===== src/rtl/uart_alu_pkg.sv =====
// Shared definitions for the UART/ALU sequencer.
// Contents: state encoding width, FSM state type, default payload/opcode widths.
package uart_alu_pkg;

  localparam int unsigned NB_STATE    = 3;
  localparam int unsigned NB_DATA_DEF = 8;
  localparam int unsigned NB_OP_DEF   = 6;

  typedef enum logic [NB_STATE-1:0] {
    ST_IDLE    = 3'd0,
    ST_WAIT_B  = 3'd1,
    ST_WAIT_OP = 3'd2,
    ST_EXEC    = 3'd3,
    ST_SEND    = 3'd4,
    ST_WAIT_TX = 3'd5
  } state_t;

endpackage


===== src/rtl/uart_alu_ctrl_edge_pulse.sv =====
// Rising-edge pulse generator: turns a level that may stay high for many
// clocks into a single one-clock event.
// Ports:
//   clock  in  system clock
//   reset  in  synchronous, active-high reset
//   level  in  input level
//   pulse  out high for the first clock the level is seen high
module edge_pulse (
  input  logic clock,
  input  logic reset,
  input  logic level,
  output logic pulse
);

  logic level_d;

  always_ff @(posedge clock) begin
    if (reset) level_d <= 1'b0;
    else       level_d <= level;
  end

  assign pulse = level & ~level_d;

endmodule


===== src/rtl/uart_alu_ctrl.sv =====
// Sequencer between UART RX, an external combinational ALU and UART TX.
// Collects operand A, operand B and opcode frames, presents them to the ALU,
// captures the result and hands it to the transmitter.
// Optional feature macro: UART_ALU_PARITY_CHK_EN (even parity over the whole
// RX frame; bad frames are rejected and pulse o_parity_err).
// Ports:
//   i_clock, i_reset      clock, synchronous active-high reset
//   i_tick                baud tick strobe (drives the inter-frame timeout)
//   i_rx_data/i_rx_done   received frame {payload, parity} and ready level
//   i_tx_done             transmitter frame-sent level
//   i_alu_result          combinational ALU result
//   o_alu_a/b/op          ALU operand and opcode registers
//   o_tx_data/o_tx_start  byte to transmit and one-clock start pulse
//   o_busy                high outside ST_IDLE
//   o_timeout             one-clock pulse on an aborted partial command
//   o_parity_err          one-clock pulse on a rejected frame
module uart_alu_ctrl
  import uart_alu_pkg::*;
#(
  parameter int unsigned NB_DATA       = NB_DATA_DEF,
  parameter int unsigned NB_OP         = NB_OP_DEF,
  parameter int unsigned TIMEOUT_TICKS = 2048,
  parameter int unsigned NB_TIMEOUT    = 12
) (
  input  logic               i_clock,
  input  logic               i_reset,
  input  logic               i_tick,
  input  logic [NB_DATA:0]   i_rx_data,
  input  logic               i_rx_done,
  input  logic               i_tx_done,
  input  logic [NB_DATA-1:0] i_alu_result,
  output logic [NB_DATA-1:0] o_alu_a,
  output logic [NB_DATA-1:0] o_alu_b,
  output logic [NB_OP-1:0]   o_alu_op,
  output logic [NB_DATA-1:0] o_tx_data,
  output logic               o_tx_start,
  output logic               o_busy,
  output logic               o_timeout,
  output logic               o_parity_err
);

  state_t state, state_next;

  logic rx_evt, tx_evt;
  logic load_a, load_b, load_op, load_tx;
  logic frame_ok;
  logic waiting;
  logic cnt_full;
  logic [NB_TIMEOUT-1:0] cnt;
  logic [NB_DATA-1:0]    payload;

  edge_pulse u_rx_edge (
    .clock (i_clock),
    .reset (i_reset),
    .level (i_rx_done),
    .pulse (rx_evt)
  );

  edge_pulse u_tx_edge (
    .clock (i_clock),
    .reset (i_reset),
    .level (i_tx_done),
    .pulse (tx_evt)
  );

  assign payload = i_rx_data[NB_DATA:1];

`ifdef UART_ALU_PARITY_CHK_EN
  assign frame_ok = ~^i_rx_data;
`else
  logic unused_parity;
  assign unused_parity = i_rx_data[0];
  assign frame_ok      = 1'b1;
`endif

  assign waiting  = (state == ST_WAIT_B) || (state == ST_WAIT_OP);
  assign cnt_full = (cnt == NB_TIMEOUT'(TIMEOUT_TICKS));
  assign o_busy   = (state != ST_IDLE);

  always_ff @(posedge i_clock) begin
    if (i_reset) state <= ST_IDLE;
    else         state <= state_next;
  end

  // rx_evt has priority over the timeout, so a frame arriving on the final
  // tick (or while the counter sits saturated) is still accepted.
  always_comb begin
    state_next   = state;
    load_a       = 1'b0;
    load_b       = 1'b0;
    load_op      = 1'b0;
    load_tx      = 1'b0;
    o_tx_start   = 1'b0;
    o_timeout    = 1'b0;
    o_parity_err = 1'b0;
    case (state)
      ST_IDLE: begin
        if (rx_evt) begin
          if (frame_ok) begin
            load_a     = 1'b1;
            state_next = ST_WAIT_B;
          end else begin
            o_parity_err = 1'b1;
          end
        end
      end
      ST_WAIT_B: begin
        if (rx_evt) begin
          if (frame_ok) begin
            load_b     = 1'b1;
            state_next = ST_WAIT_OP;
          end else begin
            o_parity_err = 1'b1;
            state_next   = ST_IDLE;
          end
        end else if (cnt_full) begin
          o_timeout  = 1'b1;
          state_next = ST_IDLE;
        end
      end
      ST_WAIT_OP: begin
        if (rx_evt) begin
          if (frame_ok) begin
            load_op    = 1'b1;
            state_next = ST_EXEC;
          end else begin
            o_parity_err = 1'b1;
            state_next   = ST_IDLE;
          end
        end else if (cnt_full) begin
          o_timeout  = 1'b1;
          state_next = ST_IDLE;
        end
      end
      ST_EXEC: begin
        load_tx    = 1'b1;
        state_next = ST_SEND;
      end
      ST_SEND: begin
        o_tx_start = 1'b1;
        state_next = ST_WAIT_TX;
      end
      ST_WAIT_TX: begin
        if (tx_evt) state_next = ST_IDLE;
      end
      default: state_next = ST_IDLE;
    endcase
  end

  always_ff @(posedge i_clock) begin
    if (i_reset) begin
      o_alu_a   <= '0;
      o_alu_b   <= '0;
      o_alu_op  <= '0;
      o_tx_data <= '0;
    end else begin
      if (load_a)  o_alu_a   <= payload;
      if (load_b)  o_alu_b   <= payload;
      if (load_op) o_alu_op  <= payload[NB_OP-1:0];
      if (load_tx) o_tx_data <= i_alu_result;
    end
  end

  // Inter-frame tick counter; saturates at TIMEOUT_TICKS.
  always_ff @(posedge i_clock) begin
    if (i_reset || rx_evt || (state == ST_IDLE)) cnt <= '0;
    else if (i_tick && waiting && !cnt_full)     cnt <= cnt + 1'b1;
  end

endmodule


===== config.mk =====
export PLATFORM = sky130hd
export DESIGN_NAME = uart_alu_ctrl
export DESIGN_NICKNAME = d
export VERILOG_FILES = /design/src/rtl/uart_alu_pkg.sv /design/src/rtl/uart_alu_ctrl_edge_pulse.sv /design/src/rtl/uart_alu_ctrl.sv
export SDC_FILE = /design/constraint.sdc
export NUM_CORES = 1
export LEC_CHECK = 0
export ABC_AREA = 1
export CAP_MARGIN = 30
export CORE_ASPECT_RATIO = 0.6
export CORE_MARGIN = 3
export CORE_UTILIZATION = 43
export DETAILED_ROUTE_END_ITERATION = 10
export GPL_TIMING_DRIVEN = 0
export PLACE_DENSITY = 0.79
export SETUP_SLACK_MARGIN = 0.5
export SKIP_LAST_GASP = 1
export SLEW_MARGIN = 10
export SYNTH_ARGS = -nofsm -noshare
export SYNTH_HDL_FRONTEND = slang
export SYNTH_SLANG_ARGS = --single-unit

===== constraint.sdc =====
create_clock -name i_clock -period 1.35 [get_ports i_clock]
set_input_delay 0.27 -clock i_clock [delete_from_list [all_inputs] [get_ports i_clock]]
set_output_delay 0.27 -clock i_clock [all_outputs]
set_load 0.01 [all_outputs]

==> results of run 1 <==
-- routing by layer --
layer	GRT usage, %	vias to the layer above	wire length [um]
met5	0	-	0
met4	12.20	0	1001
met3	10.10	105	1449
met2	46.47	293	5419
met1	34.67	1395	4238
li1	-	1194	-
-- how the worst max path moves through the flow --
stage | end | cells past startpoint
global placement | o_timeout | 5
detailed placement | o_timeout | 5
floorplan | cnt[10] | 10
finish | state[0] | 12
global route | state[0] | 13
CTS | o_timeout | 7
-- power by group through the flow --
stage | registers, mW | clock network (mW) | logic, mW
after global routing | 1.52 | 0.974 | 1.55
after detailed placement | 1.54 | 0 | 0.648
final | 1.52 | 0.952 | 1.52
after global placement | 1.54 | 0 | 0.636
after CTS | 1.52 | 0.867 | 1.10
after floorplan | 1.55 | 0 | 0.373
-- kinds of logic (layout without fill, tap and decap cells) --
group	after synthesis	in the layout	synth area share, %
and+or+nand+nor	156	156	30.70
AOI/OAI and AO/OA	50	50	13.53
DFF	47	47	44.05
buffers and inverters	35	164	7.498
xor gates and xnor gates	7	7	2.871
adders and majority gates	2	2	1.171
other	1	1	0.1756
-- stage by stage --
step	setup slack [ps]	area, um2	power (mW)	utilization [%]	hold WS, ps
3_3_place_gp	-694.5	2849	2.173	60.83	446.4
2_1_floorplan	90.07	2250	1.928	-	377.0
4_1_cts	-256.2	3714	3.484	79.29	386.6
5_1_grt	-521.0	4309	4.051	92.01	309.3
3_5_place_dp	-715.3	2849	2.190	60.83	453.0
6_report	-501.5	4309	3.996	92.01	296.5
-- layout make-up --
cell class,instances,area [um2]
Multi-Input combinational cell,216,1602
Timing Repair inverter,1,7.507
Tap cell,63,78.83
Fill cell,162,374.1
Clock buffer,6,82.58
Clock inverter,1,5.005
Buffer,8,80.08
Inverter,27,165.2
Timing Repair Buffer,121,1252
Sequential cell,47,1036
-- synthesized netlist by cell type (all sizes together) --
cell and count:
nor2 26, a21oi 45, nand2 116, buf 5
nor3 5, inv 26, conb 1, clkinv 1
dfxtp 47, xnor2 3, a31oi 1, nand3 7
nand4 2, clkbuf 3, ha 2, xor2 4
o21ai 4
-- cell usage in the layout, fill, tap and decap left out, types with 2 or more instances in the layout --
master	instances
sky130_fd_sc_hd__nand2_4	25
sky130_fd_sc_hd__inv_2	3
sky130_fd_sc_hd__a21oi_2	36
sky130_fd_sc_hd__inv_1	13
sky130_fd_sc_hd__buf_12	4
sky130_fd_sc_hd__clkbuf_2	3
sky130_fd_sc_hd__inv_4	4
sky130_fd_sc_hd__buf_16	3
sky130_fd_sc_hd__nor3_2	2
sky130_fd_sc_hd__nand3_4	2
sky130_fd_sc_hd__clkbuf_8	6
sky130_fd_sc_hd__nor2_1	11
sky130_fd_sc_hd__nand2_2	44
sky130_fd_sc_hd__nor2_4	10
sky130_fd_sc_hd__buf_6	54
sky130_fd_sc_hd__dfxtp_1	3
sky130_fd_sc_hd__a21oi_4	2
sky130_fd_sc_hd__xor2_1	4
sky130_fd_sc_hd__inv_8	3
sky130_fd_sc_hd__dfxtp_2	28
sky130_fd_sc_hd__xnor2_1	2
sky130_fd_sc_hd__o21ai_1	2
sky130_fd_sc_hd__nand2_1	47
sky130_fd_sc_hd__dfxtp_4	16
sky130_fd_sc_hd__a21oi_1	7
sky130_fd_sc_hd__buf_8	2
sky130_fd_sc_hd__clkdlybuf4s50_1	18
sky130_fd_sc_hd__nor3_4	2
sky130_fd_sc_hd__nand4_1	2
sky130_fd_sc_hd__nand3_1	4
sky130_fd_sc_hd__buf_4	43
sky130_fd_sc_hd__nor2_2	5
sky130_fd_sc_hd__clkinv_4	2
-- registers in the layout (all words and copies together), names as in the netlist --
| name | count |
|---|---|
| o_alu_a | 8 |
| o_alu_b | 8 |
| cnt | 12 |
| o_tx_data | 8 |
| state | 3 |
| u_rx_edge.level_d | 1 |
| u_tx_edge.level_d | 1 |
| o_alu_op | 6 |
-- what timing repair did --
action                                  CTS  global route
buffers inserted                         44            22
cloned                                    4             0
endpoints found under the setup margin   78            80
resized for setup                       289           120
pin swaps                                29            35
==> flow_metrics.py, run 1 <==
metrics = {
    "clocking": {
        "clock_insertion_delay_worst_skew_ps": 330,
        "tritoncts.num_buffers": 5,
        "clockBufferDepth": 2,
        "clk_root_buffer_cell": "sky130_fd_sc_hd__clkbuf_8",
        "clock_tree_from_tritoncts": "done",
        "ctsHoldBuffers": 0,
        "cts.sinks": 47,
        "clk_transition_reported_paths_ps": 90,
        "clock_tree.htree_level_count": 2,
    },
    "floorplanning": {
        "die_area_um2": 5876,
        "die-width_um": 96.99,
        "die_height_um": 60.59,
        "floorplan.initialDensity_pct": 45.61,
        "ios": 56,
        "placeable_core_region_um2": 4683,
        "std_cell_rows": 19,
    },
    "final_layout": {
        "final_cell_count_no_fill": 490,
        "drive_gt1_share_pct": 72.60,
        "layout.nets": 451,
        "syn_to_final_growth_pct": 101.8,
        "num_antenna_cells": 0,
    },
    "power": {
        "power_per_cell_area_nw_per_um2": 927.2,
        "power_leakage_nw": 1.758,
        "internal-power_mw": 2.587,
        "power.switching_mw": 1.408,
        "netSwitchingFraction_pct": 35.25,
        "power.share.clock_pct": 23.8,
        "comb_power_share_pct": 38.0,
        "pwr-share-seq_pct": 38.1,
        "vdd_ir_drop_max_mv": 0.7106,
    },
    "drt": {
        "route.antenna.remaining_nets": 0,
        "route.detailed.vias_per_inst": 6.096,
        "firstDrtPassIters": 6,
        "vias": 2987,
        "route.detailed.drc": 0,
        "drt_iter0_markers": 359,
        "wl_um": 12110,
        "wl_per_cell_um": 24.71,
    },
    "sta": {
        "setup_tns_ps": -6523,
        "slew_violations": 0,
        "rsz0062_at_grt": "yes",
        "timing.final.crit_share_pct": 137.1,
        "timing_hold_violations_final": 0,
        "period_minus_slack_ps": 1852,
        "timing.fmax_mhz": 540.1,
        "timing_worst_slew_pin_value_ps": 589.5,
        "clock-skew-final_ps": 10.30,
        "timing.final.ws_setup_ps": -501.5,
        "count_of_endpoints_failing_setup_in_the_final_report": 36,
        "max-slew-margin-rel_pct": 60.44,
    },
    "critical_path": {
        "path_max_fanout": 5,
        "cp-end-kind": "register",
        "worstRegToRegCells": 12,
        "cp_top_family": "simple AND/OR/NAND/NOR gates",
        "max_stage_delay_ps": 390,
        "crit_path_cell_trace": "nor2_2 > nand2_1 > nor2_1 > nand3_1 > buf_4 > buf_6 > buf_6 > buf_6 > nand2_2 > nand2_1 > nand2_1 > a21oi_2",
        "critPathLaunchType": "register",
        "critPathKind": "register to register",
        "cp-startpoint": "cnt[7]",
        "cp.required_ps": 1550,
        "worst_path_max_delay_cell": "sky130_fd_sc_hd__dfxtp_2",
        "arrival_ps": 2050,
        "critical_path_buf_inv_count": 4,
        "reg2reg_from": "cnt[7]",
        "worst-r2r-setup-slack_ps": -500,
        "worst_r2r_end": "state[0]",
    },
    "min_path": {
        "hold_depth": 2,
        "hold_wc_path_type": "input port to register",
        "hold_end": "o_tx_data[1]",
        "hold_start": "i_reset",
    },
    "logic_synthesis": {
        "netlist.area_leader.share_pct": 44.05,
        "proportion_of_synthesized_chip_area_in_sequential_cells_pct": 44.05,
        "synth_fp_nets": 322,
        "yosys_register_bits": 47,
        "syn_area_per_cell_um2": 7.167,
        "yosysWarningCount": 0,
        "gate_count_post_synth": 298,
        "synth.cell_area_um2": 2136,
        "ys_top_cells_by_area": "sky130_fd_sc_hd__dfxtp_1, sky130_fd_sc_hd__nand2_1, sky130_fd_sc_hd__a21oi_1",
        "post-synth-top-area-cell": "sky130_fd_sc_hd__dfxtp_1",
        "yosysUniqueCellTypes": 26,
    },
    "grt": {
        "grt.total_usage_pct": 28.31,
        "global_route.overflow_total": 0,
        "first_global_vias": 2542,
        "grt_start_max_net_pins": 14,
        "grt_antenna_before_repair": 0,
        "wire_length_of_the_first_global_routing_pass_um": 12820,
    },
    "place": {
        "gp_congestion": 0.9827,
        "place.port_buffers": 52,
        "numPlacedInstances": 413,
        "place.detailed.hpwl_um": 4054,
    },
    "status": {
        "violations": "setup timing",
        "outcome": "finished with violations",
    },
    "job": {
        "max_cap_violations": 0,
    },
}
(Power assumes the default switching activity.)
==> run 2: changes to the inputs <==
--- a/config.mk
+++ b/config.mk
@@ -11,6 +11,7 @@
 export CORE_MARGIN = 3
 export CORE_UTILIZATION = 43
 export DETAILED_ROUTE_END_ITERATION = 10
+export GPL_ROUTABILITY_DRIVEN = 1
 export GPL_TIMING_DRIVEN = 0
 export PLACE_DENSITY = 0.79
 export SETUP_SLACK_MARGIN = 0.5
==> results of run 2 <==
No change in the layout: final DEF, timing and power equal those of run 1.
==> run 3: changes to the inputs <==
==> constraint.sdc (replaced) <==
create_clock -name i_clock -period 1.35 [get_ports i_clock]
set_input_delay 0.27 -clock i_clock [delete_from_list [all_inputs] [get_ports i_clock]]
set_output_delay 0.27 -clock i_clock [all_outputs]
set_load 0.005 [all_outputs]
==> flow_metrics.py, run 3 (synthesis gave the netlist of run 1 again) <==
metrics = {
    "final_layout": {
        "stdcell_area_um2": 3725,
        "ff_latch_area_um2": 1018,
        "multi_input_comb_area_um2": 1316,
        "postLayoutCoreUtil_pct": 79.54,
        "drive_gt1_share_pct": 57.38,
        "syn_to_final_growth_pct": 74.40,
        "num_antenna_cells": 0,
        "largest-register": "cnt",
        "fillerInstances": 248,
        "largest_reg_flops": 12,
        "mostFrequentLayoutCell": "sky130_fd_sc_hd__nand2_1",
        "most-common-layout-cells": "sky130_fd_sc_hd__nand2_1, sky130_fd_sc_hd__buf_4, sky130_fd_sc_hd__buf_6, sky130_fd_sc_hd__nand2_2, sky130_fd_sc_hd__dfxtp_2",
        "layout.nets": 436,
    },
    "clocking": {
        "clock_tree_from_tritoncts": "done",
        "clock_tree.htree_level_count": 2,
        "ctsHoldBuffers": 0,
        "clk_transition_reported_paths_ps": 100,
        "clock_insertion_delay_worst_skew_ps": 310,
        "tritoncts.num_buffers": 5,
        "clk_root_buffer_cell": "sky130_fd_sc_hd__clkbuf_8",
        "clockBufferDepth": 2,
        "cts.sinks": 47,
    },
    "drt": {
        "firstDrtPassIters": 6,
        "wl_um": 8382,
        "route.antenna.remaining_nets": 0,
        "vias": 2599,
        "wl_per_cell_um": 17.61,
        "route.detailed.vias_per_inst": 5.460,
        "drt_iter0_markers": 211,
        "route.detailed.drc": 0,
    },
    "place": {
        "place.detailed.hpwl_um": 3945,
        "place.port_buffers": 52,
        "pre_cts_slack_ps": -674.5,
        "gp_congestion": 0.9554,
        "placement.cell_area_um2": 2831,
    },
    "sta": {
        "rsz0062_at_grt": "yes",
        "slew_violations": 0,
        "timing_hold_violations_final": 0,
        "timing.final.crit_share_pct": 125.8,
        "max-slew-margin-rel_pct": 65.64,
        "timing_worst_slew_pin_value_ps": 515.4,
        "timing.fmax_mhz": 588.8,
        "count_of_endpoints_failing_setup_in_the_final_report": 24,
        "timing.final.ws_setup_ps": -348.3,
        "period_minus_slack_ps": 1698,
        "clock-skew-final_ps": 12.27,
    },
    "critical_path": {
        "path_max_fanout": 2,
        "critPathLaunchType": "register",
        "max_stage_delay_ps": 360,
        "cp-end-kind": "primary output",
        "worst_path_max_delay_cell": "sky130_fd_sc_hd__dfxtp_4",
        "crit_path_cell_trace": "inv_4 > ha_4 > nand2_2 > nor2_2 > nand3_1 > nor2_1 > buf_2",
        "arrival_ps": 1430,
        "cp.required_ps": 1080,
        "critPathKind": "register to primary output",
    },
    "job": {
        "max_cap_violations": 0,
    },
    "power": {
        "power.share.clock_pct": 31.5,
        "netSwitchingFraction_pct": 29.89,
        "power_per_cell_area_nw_per_um2": 1008,
        "power_leakage_nw": 1.529,
        "internal-power_mw": 2.632,
        "comb_power_share_pct": 28.1,
        "power.switching_mw": 1.122,
        "vdd_ir_drop_max_mv": 0.5678,
        "pwr-share-seq_pct": 40.4,
    },
    "grt": {
        "global_route.overflow_total": 0,
        "grt_antenna_before_repair": 0,
        "wire_length_of_the_first_global_routing_pass_um": 10760,
        "first_global_vias": 2242,
        "groute.layer.met2.usage_pct": 35.78,
        "globalRouteMet1Util_pct": 31.68,
        "grt.total_usage_pct": 22.73,
        "grtUsageMet3_pct": 6.315,
        "grt_start_max_net_pins": 15,
        "global_route.peak_usage_layer": "met2",
    },
    "status": {
        "outcome": "finished with violations",
        "violations": "setup timing",
    },
    "floorplanning": {
        "floorplan.initialDensity_pct": 45.61,
        "die_area_um2": 5876,
        "ios": 56,
        "die_height_um": 60.59,
        "placeable_core_region_um2": 4683,
        "die-width_um": 96.99,
        "std_cell_rows": 19,
    },
    "min_path": {
        "hold_wc_path_type": "input port to register",
    },
}
-- run 3: path summary, 6_finish.rpt --
check                   from            to  slack, ps  depth (start not counted)
setup / recovery      cnt[0]     o_timeout       -350                          7
hold / removal       i_reset  o_tx_data[0]        400                          2
setup reg to reg      cnt[0]      state[1]       -300                         11
hold reg to reg   o_alu_b[3]    o_alu_b[3]        470                          2
-- run 3: power by group through the flow --
stage / combinational, mW / clock, mW / sequential [mW]
floorplan: 0.363 / 0 / 1.53
global placement: 0.607 / 0 / 1.53
detailed placement: 0.614 / 0 / 1.54
CTS: 0.851 / 1.15 / 1.51
global route: 1.10 / 1.24 / 1.52
finish: 1.05 / 1.18 / 1.52
-- run 3: timing repair --
action	in CTS	in global routing
pin swaps	26	28
resized for setup	227	67
endpoints found under the setup margin	78	78
cloned	5	0
setup buffers	31	19
-- run 3: critical path, delay by kind of cell, from the launching register on --
kind / cells / cell delay (ps)
simple gates: 4 / 420
buf+inv: 2 / 190
fa+ha+maj: 1 / 140
flops: 1 / 360
-- run 3: cell type report --
cell class / count / share of cell area (%)
Timing Repair inverter: 1 / 0.2015
Inverter: 27 / 3.460
Multi-Input combinational cell: 218 / 35.34
Buffer: 8 / 2.015
Tap cell: 63 / 2.116
Clock buffer: 7 / 2.620
Clock inverter: 1 / 0.8062
Timing Repair Buffer: 104 / 26.10
Sequential cell: 47 / 27.34
-- run 3: stage by stage --
stage	hold slack, ps	setup TNS, ps	std cells	power (mW)
global placement	446.3	-10310	413	2.141
finish	396.4	-3334	476	3.755
CTS	353.5	-656.6	457	3.504
floorplan	377.0	0	298	1.896
global route	399.6	-5246	476	3.864
detailed placement	453.7	-11190	413	2.150
-- run 3: routing by layer --
metal  wire (um)  vias to the layer above
li1            -                     1170
met1        3454                     1210
met2        3880                      176
met3         745                       43
met4         301                        0
met5           0                        -
